==> src/rtl/demux14_pkg.sv <==
// Shared constants and types for the demux14_stream four-way stream demultiplexer.
package demux14_pkg;
    localparam int WIDTH  = 16;
    localparam int NUM_CH = 4;
    localparam int CH_W   = 2;
    localparam int CNT_W  = 8;

    typedef logic [CH_W-1:0] ch_idx_t;
endpackage

==> src/rtl/demux14_stream_if.sv <==
// Stream bus of demux14_stream: one valid/ready input, four valid/ready output
// channels, plus round-robin pointer and per-channel delivered-word counters.
interface demux14_stream_if;
    import demux14_pkg::*;

    logic [WIDTH-1:0]        in_data;
    ch_idx_t                 in_sel;
    logic                    in_auto;
    logic                    in_valid;
    logic                    in_ready;
    logic [NUM_CH*WIDTH-1:0] out_data;
    logic [NUM_CH-1:0]       out_valid;
    logic [NUM_CH-1:0]       out_ready;
    ch_idx_t                 rr_ptr;
    logic [NUM_CH*CNT_W-1:0] out_cnt;

    modport master (
        output in_data, in_sel, in_auto, in_valid, out_ready,
        input  in_ready, out_data, out_valid, rr_ptr, out_cnt
    );

    modport slave (
        input  in_data, in_sel, in_auto, in_valid, out_ready,
        output in_ready, out_data, out_valid, rr_ptr, out_cnt
    );
endinterface

==> src/rtl/demux14_slot.sv <==
// One-entry holding register for a single output channel; a load wins over a
// same-cycle drain so the slot can be emptied and refilled in one cycle.
module demux14_slot
    import demux14_pkg::*;
(
    input  logic             clk,
    input  logic             rst_n,
    input  logic             load,
    input  logic             drain,
    input  logic [WIDTH-1:0] load_data,
    output logic             valid,
    output logic [WIDTH-1:0] data
);
    // NOTE: the data register is reset as well, because out_data must read zero
    // after reset; deep storage arrays would normally be left unreset.
    always_ff @(posedge clk or negedge rst_n) begin
        if (!rst_n) begin
            valid <= 1'b0;
            data  <= '0;
        end else if (load) begin
            // NOTE: non-blocking assignments keep every register sampling
            // pre-edge values, independent of statement order.
            valid <= 1'b1;
            data  <= load_data;
        end else if (drain) begin
            valid <= 1'b0;
        end
    end
endmodule

==> src/rtl/demux14_stream.sv <==
// Four-way stream demultiplexer with select or round-robin routing and one
// holding slot per channel. Optional per-channel delivered-word counters are
// built when DEMUX14_COUNT_EN is defined; otherwise out_cnt reads zero.
module demux14_stream
    import demux14_pkg::*;
(
    input  logic clk,
    input  logic rst_n,
    demux14_stream_if.slave bus
);
    ch_idx_t                 target;
    ch_idx_t                 rr_q;
    logic                    in_ready;
    logic                    accept;
    logic [NUM_CH-1:0]       free;
    logic [NUM_CH-1:0]       load;
    logic [NUM_CH-1:0]       drain;
    logic [NUM_CH-1:0]       slot_valid;
    logic [WIDTH-1:0]        slot_data [NUM_CH];
    logic [NUM_CH*WIDTH-1:0] out_data_w;

    assign target   = bus.in_auto ? rr_q : bus.in_sel;
    // A full slot is still free when its consumer drains it this cycle.
    assign free     = ~slot_valid | bus.out_ready;
    assign in_ready = free[target];
    assign accept   = bus.in_valid & in_ready;
    assign drain    = slot_valid & bus.out_ready;

    always_comb begin
        // NOTE: default first so no path leaves load unassigned (no latch).
        load = '0;
        if (accept) load[target] = 1'b1;
    end

    for (genvar k = 0; k < NUM_CH; k++) begin : g_slot
        demux14_slot u_slot (
            .clk       (clk),
            .rst_n     (rst_n),
            .load      (load[k]),
            .drain     (drain[k]),
            .load_data (bus.in_data),
            .valid     (slot_valid[k]),
            .data      (slot_data[k])
        );
    end

    always_comb begin
        out_data_w = '0;
        for (int k = 0; k < NUM_CH; k++) out_data_w[WIDTH*k +: WIDTH] = slot_data[k];
    end

    always_ff @(posedge clk or negedge rst_n) begin
        if (!rst_n)                     rr_q <= '0;
        else if (accept && bus.in_auto) rr_q <= ch_idx_t'(rr_q + 2'd1);
    end

`ifdef DEMUX14_COUNT_EN
    logic [CNT_W-1:0] cnt_q [NUM_CH];

    always_ff @(posedge clk or negedge rst_n) begin
        if (!rst_n) begin
            for (int k = 0; k < NUM_CH; k++) cnt_q[k] <= '0;
        end else begin
            for (int k = 0; k < NUM_CH; k++)
                if (drain[k]) cnt_q[k] <= cnt_q[k] + 1'b1;
        end
    end

    always_comb begin
        bus.out_cnt = '0;
        for (int k = 0; k < NUM_CH; k++) bus.out_cnt[CNT_W*k +: CNT_W] = cnt_q[k];
    end
`else
    assign bus.out_cnt = '0;
`endif

    assign bus.in_ready  = in_ready;
    assign bus.out_valid = slot_valid;
    assign bus.out_data  = out_data_w;
    assign bus.rr_ptr    = rr_q;
endmodule
==> src/flat_wrapper.sv <==
// flat-port wrapper written by rule: the top's interface ports become plain ports
module demux14_stream_flat import demux14_pkg::*;
  (clk, rst_n, bus_in_data, bus_in_sel, bus_in_auto, bus_in_valid, bus_out_ready, bus_in_ready, bus_out_data, bus_out_valid, bus_rr_ptr, bus_out_cnt);
  demux14_stream_if bus_i ();
  input  logic clk;
  input  logic rst_n;
  input wire logic [$bits(bus_i.in_data)-1:0] bus_in_data;
  input wire logic [$bits(bus_i.in_sel)-1:0] bus_in_sel;
  input wire logic [$bits(bus_i.in_auto)-1:0] bus_in_auto;
  input wire logic [$bits(bus_i.in_valid)-1:0] bus_in_valid;
  input wire logic [$bits(bus_i.out_ready)-1:0] bus_out_ready;
  output wire logic [$bits(bus_i.in_ready)-1:0] bus_in_ready;
  output wire logic [$bits(bus_i.out_data)-1:0] bus_out_data;
  output wire logic [$bits(bus_i.out_valid)-1:0] bus_out_valid;
  output wire logic [$bits(bus_i.rr_ptr)-1:0] bus_rr_ptr;
  output wire logic [$bits(bus_i.out_cnt)-1:0] bus_out_cnt;
  assign bus_i.in_data = bus_in_data;
  assign bus_i.in_sel = bus_in_sel;
  assign bus_i.in_auto = bus_in_auto;
  assign bus_i.in_valid = bus_in_valid;
  assign bus_i.out_ready = bus_out_ready;
  assign bus_in_ready = bus_i.in_ready;
  assign bus_out_data = bus_i.out_data;
  assign bus_out_valid = bus_i.out_valid;
  assign bus_rr_ptr = bus_i.rr_ptr;
  assign bus_out_cnt = bus_i.out_cnt;
  demux14_stream u_core (.clk(clk), .rst_n(rst_n), .bus(bus_i));
endmodule
==> config.mk <==
export PLATFORM = sky130hd
export DESIGN_NAME = demux14_stream_flat
export DESIGN_NICKNAME = d
export VERILOG_FILES = /design/src/rtl/demux14_pkg.sv /design/src/rtl/demux14_stream_if.sv /design/src/rtl/demux14_slot.sv /design/src/rtl/demux14_stream.sv /design/src/flat_wrapper.sv
export SDC_FILE = /design/constraint.sdc
export NUM_CORES = 1
export LEC_CHECK = 0
export ABC_AREA = 0
export BUFFER_PORTS_ARGS = -buffer_cell sky130_fd_sc_hd__buf_4
export CAP_MARGIN = 20
export CORE_ASPECT_RATIO = 0.6
export CORE_MARGIN = 4
export CORE_UTILIZATION = 48
export DETAILED_ROUTE_END_ITERATION = 16
export GPL_TIMING_DRIVEN = 0
export PLACE_DENSITY = 0.81
export SYNTH_ARGS = -nofsm -noshare
export SYNTH_HDL_FRONTEND = slang
export SYNTH_SLANG_ARGS = --single-unit
==> constraint.sdc <==
create_clock -name clk -period 2.12 [get_ports clk]
set_clock_uncertainty 0.1 [all_clocks]
set_input_delay 0.106 -clock clk [delete_from_list [all_inputs] [get_ports clk]]
set_output_delay 0.106 -clock clk [all_outputs]
set_load 0.05 [all_outputs]
# Yosys cells after proc, flatten, opt, wreduce, memory -nomap -nowiden
# Index checks and enable logic that the tools add are counted.
# classes
order_cmp,2
addsub,1
n_reduce_logical,6
n_mux,14
n_bitwise,4
# ops
operator,count
$mux 1,10
$reduce_bool 2->1,4
$and 4x4->4,1
$mux 4,1
$not 4->4,1
$or 4x4->4,1
$lt 2x3->1 const B,1
$add 2x1->2 const B,1
$bmux 1 s2,1
$demux 1 s2,1
$ge 2x1->1 const B,1
$logic_and 1x1->1,2
$mux 2,1
$and 1x1->1,1
# totals
out_inout_bits,103
input_bits,26
ff_bits,70
elab_cells,36

# Longest topological paths before layout
# Gate-level depths: netlist of run 1.
# depth
ltp_word,7
mapped_depth,6
depth_no_buf,5

# Modules after synthesis
# A second synthesis of run 1 with hierarchy kept.
# unflattened
cells_unflattened,210
area_unflattened_um2,3228.1
# by_module_without_submodules
module,cells_per_inst,instances,area_per_inst_um2,seq_area_each_um2
demux14_slot,37,4,683.2,425.4
demux14_stream,62,1,495.5,50.0

# Least setup slack after synthesis of run 1
# OpenSTA, ideal clock, no wires.
# synth_timing
path_type,flip-flop to flip-flop
start,register u_core.rr_q[1] (netlist: u_core.bus.rr_ptr[1])
end,register u_core.rr_q[1] (netlist: u_core.bus.rr_ptr[1])
path_stages_with_launch,6
setup_ns,0.144
period_less_slack_ns,2.791
path_buffers,0
setup_slack_ns,-0.671
required_time_ns,1.876
arrival_time_ns,2.548
cell_sequence,dfrtp_1 -> nand3b_1 -> a21oi_1 -> a2111oi_2 -> nand4_1 -> xnor2_1
# synth_via
elab_chain_len,5
word_cells_on_any_way,6
cone_classes,1 x add/sub; 3 x mux; 1 x bitwise; 1 x reduce/logical
# synth_lines
element,line,source
start: declaration,demux14_stream.sv:12,ch_idx_t rr_q;
start signal: assignment,demux14_stream.sv:54,else if (accept && bus.in_auto) rr_q <= ch_idx_t'(rr_q + 2'd1);
$mux 2,demux14_stream.sv:22,assign target = bus.in_auto ? rr_q : bus.in_sel;
$bmux 1 s2,demux14_stream.sv:25,assign in_ready = free[target];
$mux 1 (implied by the code),demux14_stream.sv:25,
via bus_in_ready,flat_wrapper.sv:12,output wire logic [$bits(bus_i.in_ready)-1:0] bus_in_ready;
$and 1x1->1,demux14_stream.sv:26,assign accept = bus.in_valid & in_ready;
$logic_and 1x1->1,demux14_stream.sv:54,
# The timed path passes the listed nets, and every way through them passes these cells. The select of a mux whose other input is x is not followed.
# A chain may end at the register's enable or synchronous reset.

# Worst setup path in the final report of run 1
# layout_timing
start,input port bus_in_auto
end,output port bus_in_ready
# layout_via
elab_chain_len,3
# layout_lines
element,line,source
start: declaration,flat_wrapper.sv:9,input wire logic [$bits(bus_i.in_auto)-1:0] bus_in_auto;
$mux 2,demux14_stream.sv:22,
$bmux 1 s2,demux14_stream.sv:25,
$mux 1 (implied by the code),demux14_stream.sv:25,
end: declaration,flat_wrapper.sv:12,
# Every way passes these cells. The select of a mux whose other input is x is not followed.

==> results of run 1 <==
critical path, cell delays in order:
cell and delay (ps):
dlygate4sd3_1 550, buf_6 140, or3b_1 400, a21oi_1 280
a2111oi_4 100, buf_4 210
registers in the layout, indices dropped and copies added (netlist names):
name                        flops
u_core.bus.rr_ptr               2
u_core.g_slot.u_slot.data      64
u_core.g_slot.u_slot.valid      4
how the worst max path moves through the flow:
stage,startpoint,end,slack [ps],cells past startpoint
after floorplan,u_core.bus.rr_ptr[1],u_core.bus.rr_ptr[1],-100,5
after global placement,u_core.bus.rr_ptr[0],u_core.g_slot[0].u_slot.data[13],300,5
after detailed placement,u_core.bus.rr_ptr[0],u_core.g_slot[0].u_slot.data[14],270,5
after CTS,bus_in_auto,bus_in_ready,150,6
after global routing,bus_in_auto,u_core.g_slot[0].u_slot.data[14],50,7
final,bus_in_auto,bus_in_ready,130,6
timing repair:
item                                    in CTS  in global routing
gates resized for setup                      0                  0
hold endpoints to repair                   138                  0
endpoints found under the setup margin       0                  0
hold buffers                                20                  0
buffers inserted                             0                  0
Yosys cell counts, drive strengths merged (2+ instances only):
cell type	number
nand3b	3
a21o	2
xnor2	2
a21oi	3
buf	43
dfrtp	70
nand3	5
nand2b	4
nand2	7
or3b	2
mux2	64
metrics by stage:
step | worst slack, ps | hold WS [ps] | std cells | area, µm² | utilization
6_report | 131.2 | 16.67 | 456 | 4494 | 0.7289
5_1_grt | 48.72 | 36.36 | 456 | 4494 | 0.7289
4_1_cts | 148.6 | 0.4766 | 456 | 4494 | 0.7289
3_5_place_dp | 265.8 | 178.2 | 420 | 4014 | 0.6510
3_3_place_gp | 297.8 | 173.4 | 420 | 4014 | 0.6510
2_1_floorplan | -96.93 | -289.6 | 242 | 3203 | -
layout make-up:
class / count / area [µm²]
clock buffer: 11 / 151.4
tap: 84 / 105.1
timing repair buffer: 114 / 905.9
sequential: 70 / 1754
buffer: 43 / 339.1
multi-input combinational: 129 / 1110
clock inverter: 5 / 128.9
fill: 427 / 1672
logic make-up (layout without fill, tap and decap cells):
family / count (synthesis) / count (layout)
buffers and inverters: 43 / 173
AND/OR/NAND/NOR: 25 / 25
AO/OA/AOI/OAI: 6 / 6
multiplexers: 64 / 64
other: 1 / 32
XOR/XNOR: 2 / 2
flip-flops: 70 / 70
metal layers:
layer	up-vias	wire, µm	global-route usage
li1	978	-	-
met1	1037	3178	0.2536
met2	73	3417	0.3140
met3	6	520	0.07013
met4	0	56	0.05128
met5	-	0	0
==> key figures, run 1 <==
Logic synthesis
  – Cell accounting for the most synthesized area: dfrtp_1
  – Top cells by area, synth: dfrtp_1 (57%), mux2_2 (20%), buf_4 (8.8%), mux2_4 (4.4%), buf_6 (1.1%)
  – Synth Flop Type: dfrtp_1
  – Share of synthesized registers carrying an async set or reset: 1.000
  – Warnings, synthesis: 0
  – Mapped Area: 0.003072 mm²
  – Syn avg cell area: 14.56 µm²
  – Mux cell area share after synthesis: 0.2456
  – Synth cell types: 23
  – Largest family of logic cells by synthesized area: multiplexers
  – Post-Synth XOR/XNOR Area: 0.005703
  – Top-area cell type share of the netlist area: 0.5703
  – Post-synthesis simple-gate area fraction: 0.05214
  – Seq cells post-synth: 70
  – Post-synthesis compound-gate area fraction: 0.01466
  – Post-synth EDFFs: 0
  – Synth Instances: roughly 210
  – Sequential fraction of the synthesis area: 0.5703
  – Adder-Cell Fraction of Synth Area: 0

CTS
  – Clk_lat worst skew: around 330 ps
  – CTS max path bufs: 2
  – Clk sinks: 70
  – H-tree Lvls: 3
  – Root buf cell: clkbuf_8
  – CTS buffer count: 9
  – Clock-pin slew on the worst setup and hold paths: roughly 70 ps
  – CTS tree: done

Detailed routing
  – Drt total wl: around 7000 µm
  – Vias per std cell: around 4.6
  – Initial drt markers: 54
  – Drt pass-1 iters: 4
  – Vias after detailed routing: between 2000 and 2500
  – DRC: 0
  – Mean routed wirelength per cell: between 15 and 20 µm
  – Post-route ant nets: 0

STA
  – Final Hold Vio Count: 0
  – Minimum clock period: 1989 ps
  – Final Setup Violations: 0
  – Highest Clock Rate: slightly above 0.5 GHz
  – RSZ-0062 raised after global routing: no
  – Setup TNS: 0 ps
  – Final Max Tran Viols: 0
  – Final cycle utilization of the critical path: 0.9381
  – Slew headroom: 0.4164
  – Worst-margin pin slew: a little under 900 ps

Global route
  – Initial antenna violation count: 0
  – First-pass GRT wire length: between 10000 and 15000 µm
  – Tot GR Track Use: 0.1957
  – Largest net degree at the start of global routing: between 70 and 80
  – Vias in the first global route: between 2000 and 2500
  – GRT Residual Overflow: 0

Floorplan
  – Row Count: 22
  – Die height: 69.97 µm
  – DIE AREA: just under 0.008 mm²
  – Core region area: 0.006166 mm²
  – Number of I/O pins: 129
  – Initial core utilization: 0.4982
  – Die W: 111.3 µm

Critical path
  – CP startpoint kind: input pin
  – Reg2reg path depth: 5
  – CP Data Arrival Time: about 1800 ps
  – Reg2Reg Setup Slack: between 200 and 300 ps
  – Reg-to-Reg Start: u_core.bus.rr_ptr[0]
  – Crit path kind: input pin to output port
  – Critical Path RT: approximately 1900 ps
  – Crit-path max FO: 10
  – R2R Path End: u_core.g_slot[0].u_slot.data[14]
  – Worst Setup End Kind: output port

Hold path
  – Hold Crit Class: input pin to flip-flop
  – Origin of the worst min-delay path: bus_out_ready[0]
  – Hold endpoint: u_core.g_slot[0].u_slot.valid
  – Hold path depth: 3

Layout
  – Most frequent cells in the layout: buf_4 (130), dfrtp_1 (68), mux2_2 (55)
  – Commonest non-fill, non-tap cell in the layout: buf_4
  – Layout cell share with drive strength beyond 1: 0.5995
  – Post-layout net count: ~390
  – Area delta synth->final: 46.31%
  – Antenna diodes: 0

Placement
  – PortBufs: 94
  – HPWL Detailed: a little over 5000 µm
  – RePlAce Congestion: 0.8464

Outcome
  – Status: finished, final reports clean

Job
  – Max cap viols: 0
Power of run 1 is not shown: default switching activity piles up to over one toggle a cycle in this logic, so the estimate is an artifact.
==> inputs of run 2 (changes only) <==
CORE_UTILIZATION = 43   (was 48)
PLACE_DENSITY = 0.77   (was 0.81)
clock period = 1.6 ns   (was 2.12 ns; I/O delays follow)
==> run 2 against run 1 <==
  * The flow now finishes with violations (negative setup slack)
  * Wire length increased by 2.3%
  * Register-to-register slack got worse by 390 ps
  * First-iteration DRC count increased by 22%
  * Cell count increased by 3.5%
  * Worst setup slack got worse by 310 ps
  * Die area increased by 11%
  * Non-clock buffer count increased by 13
  * Via count increased by 0.96%
  * Flip-flop and latch count unchanged
  * Utilization decreased by 3.8 points
  * Critical path type is now flip-flop to output port
  * Critical endpoint unchanged
==> key figures, run 2 (synthesis gave the netlist of run 1 again) <==
Global route
  – Vias in the first global route: between 2000 and 2500
  – GRT Residual Overflow: 0
  – Initial antenna violation count: 0
  – Tot GR Track Use: 0.1803
  – Global routing usage on met1: 0.2407
  – GRT busiest layer: met2
  – Grt met3 use: 0.07160
  – M2 GR Usage: 0.2810
  – First-pass GRT wire length: ~12000 µm
  – Largest net degree at the start of global routing: just over 70

Detailed routing
  – Mean routed wirelength per cell: between 15 and 20 µm
  – Drt total wl: around 7300 µm
  – Vias per std cell: 4.479
  – DRC: 0
  – Drt pass-1 iters: 4
  – Vias after detailed routing: roughly 2100
  – Initial drt markers: 66
  – Post-route ant nets: 0

Layout
  – Area delta synth->final: 52.67%
  – Reg area: 0.001754 mm²
  – Commonest non-fill, non-tap cell in the layout: buf_4
  – Largest register FFs: 64
  – Fill cell count: roughly 500
  – Multi-input logic area: about 0.0011 mm²
  – Layout cell share with drive strength beyond 1: 0.6182
  – Top reg by flops: u_core.g_slot.u_slot.data
  – Post-layout net count: between 400 and 500
  – Antenna diodes: 0
  – Most frequent cells in the layout: buf_4 (140), dfrtp_1 (68), mux2_2 (55)

Critical path
  – CP startpoint kind: flip-flop
  – CP Data Arrival Time: 1600 ps
  – Crit path kind: flip-flop to output port
  – Worst Setup End Kind: output port
  – Crit-path max FO: 6
  – Critical Path RT: about 1400 ps

CTS
  – H-tree Lvls: 3
  – Clock-pin slew on the worst setup and hold paths: 60 ps
  – CTS buffer count: 9
  – Root buf cell: clkbuf_16
  – CTS max path bufs: 2
  – Clk sinks: 70
  – Clk_lat worst skew: between 300 and 400 ps
  – CTS tree: done

STA
  – RSZ-0062 raised after global routing: yes
  – Highest Clock Rate: 0.5633 GHz
  – Worst setup margin: -175.2 ps
  – Worst-margin pin slew: ~870 ps
  – Final Max Tran Viols: 0
  – Slew headroom: 0.4219
  – Final cycle utilization of the critical path: 1.110
  – Final Hold Vio Count: 0
  – Minimum clock period: 1775 ps
  – Final Setup Violations: 28

Placement
  – PortBufs: 94
  – RePlAce Congestion: ~0.8
  – Post-place setup slack: -256.5 ps
  – HPWL Detailed: 5177 µm

Floorplan
  – Die W: ~120 µm
  – Initial core utilization: 0.4523
  – Row Count: 23
  – Core region area: around 0.0068 mm²
  – Number of I/O pins: roughly 130
  – DIE AREA: approximately 0.0086 mm²
  – Die height: 73.47 µm

Outcome
  – Status: finished with violations
  – Failing checks: negative setup slack

Hold path
  – Hold Crit Class: input pin to flip-flop

Job
  – Max cap viols: 0
==> run 2: changes by cell type in the layout (fill, tap and decap cells not counted), moves of 3 or more <==
cell	previous run	this run
buf_4	130	140
buf_6	3	6
bufinv_16	4	1
clkbuf_16	0	9
clkbuf_8	11	1
==> run 2: repair_timing <==
action / 4_1_cts / 5_1_grt
gates cloned: 1 / 0
pin swaps: 5 / 2
setup endpoints to repair: 46 / 44
hold endpoints to repair: 137 / 0
resized for setup: 10 / 1
setup buffers: 11 / 2
hold buffers: 19 / 0
==> run 2: final cells by class <==
cell class,count,area share
clock inverter,5,0.01254
timing repair buffer,127,0.2201
buffer,43,0.07657
clock buffer,11,0.05176
sequential,70,0.3741
tap,87,0.02321
multi-input combinational,129,0.2417
==> run 2: stage by stage <==
stage,utilization,setup TNS (ps),instance area (µm²),hold slack (ps),instances
2_1_floorplan,-,-3347,3212,-315.6,242
5_1_grt,0.6905,-3356,4690,30.79,472
6_report,0.6905,-1531,4690,21.92,472
3_3_place_gp,0.5929,-1719,4026,156.8,423
4_1_cts,0.6877,-1287,4671,10.86,470
3_5_place_dp,0.5929,-3173,4026,156.8,423
==> run 2: per-layer routing <==
metal	up-vias	wire length (µm)
li1	1002	-
met1	1041	3134
met2	67	3504
met3	4	666
met4	0	28
met5	-	0
==> run 2: path summary, 6_finish.rpt <==
check	startpoint	endpoint	slack, ps	cells past startpoint
setup reg to reg	u_core.bus.rr_ptr[1]	u_core.bus.rr_ptr[1]	-110	6
hold / removal	bus_in_valid	u_core.bus.rr_ptr[0]	20	3
setup / recovery	u_core.bus.rr_ptr[1]	bus_in_ready	-180	4
min in group asynchronous	rst_n	u_core.g_slot[2].u_slot.data[3]	350	2
max in group asynchronous	rst_n	u_core.bus.rr_ptr[1]	440	2
hold reg to reg	u_core.g_slot[3].u_slot.data[15]	u_core.g_slot[3].u_slot.data[15]	400	1
==> run 2: worst max-delay path, stage by stage, from the launching register on <==
cell and delay, ps:
dfrtp_2 420, nor2_1 70, a21o_1 190, a2111oi_4 380
buf_6 220
Power of run 2 is left out for the same reason.
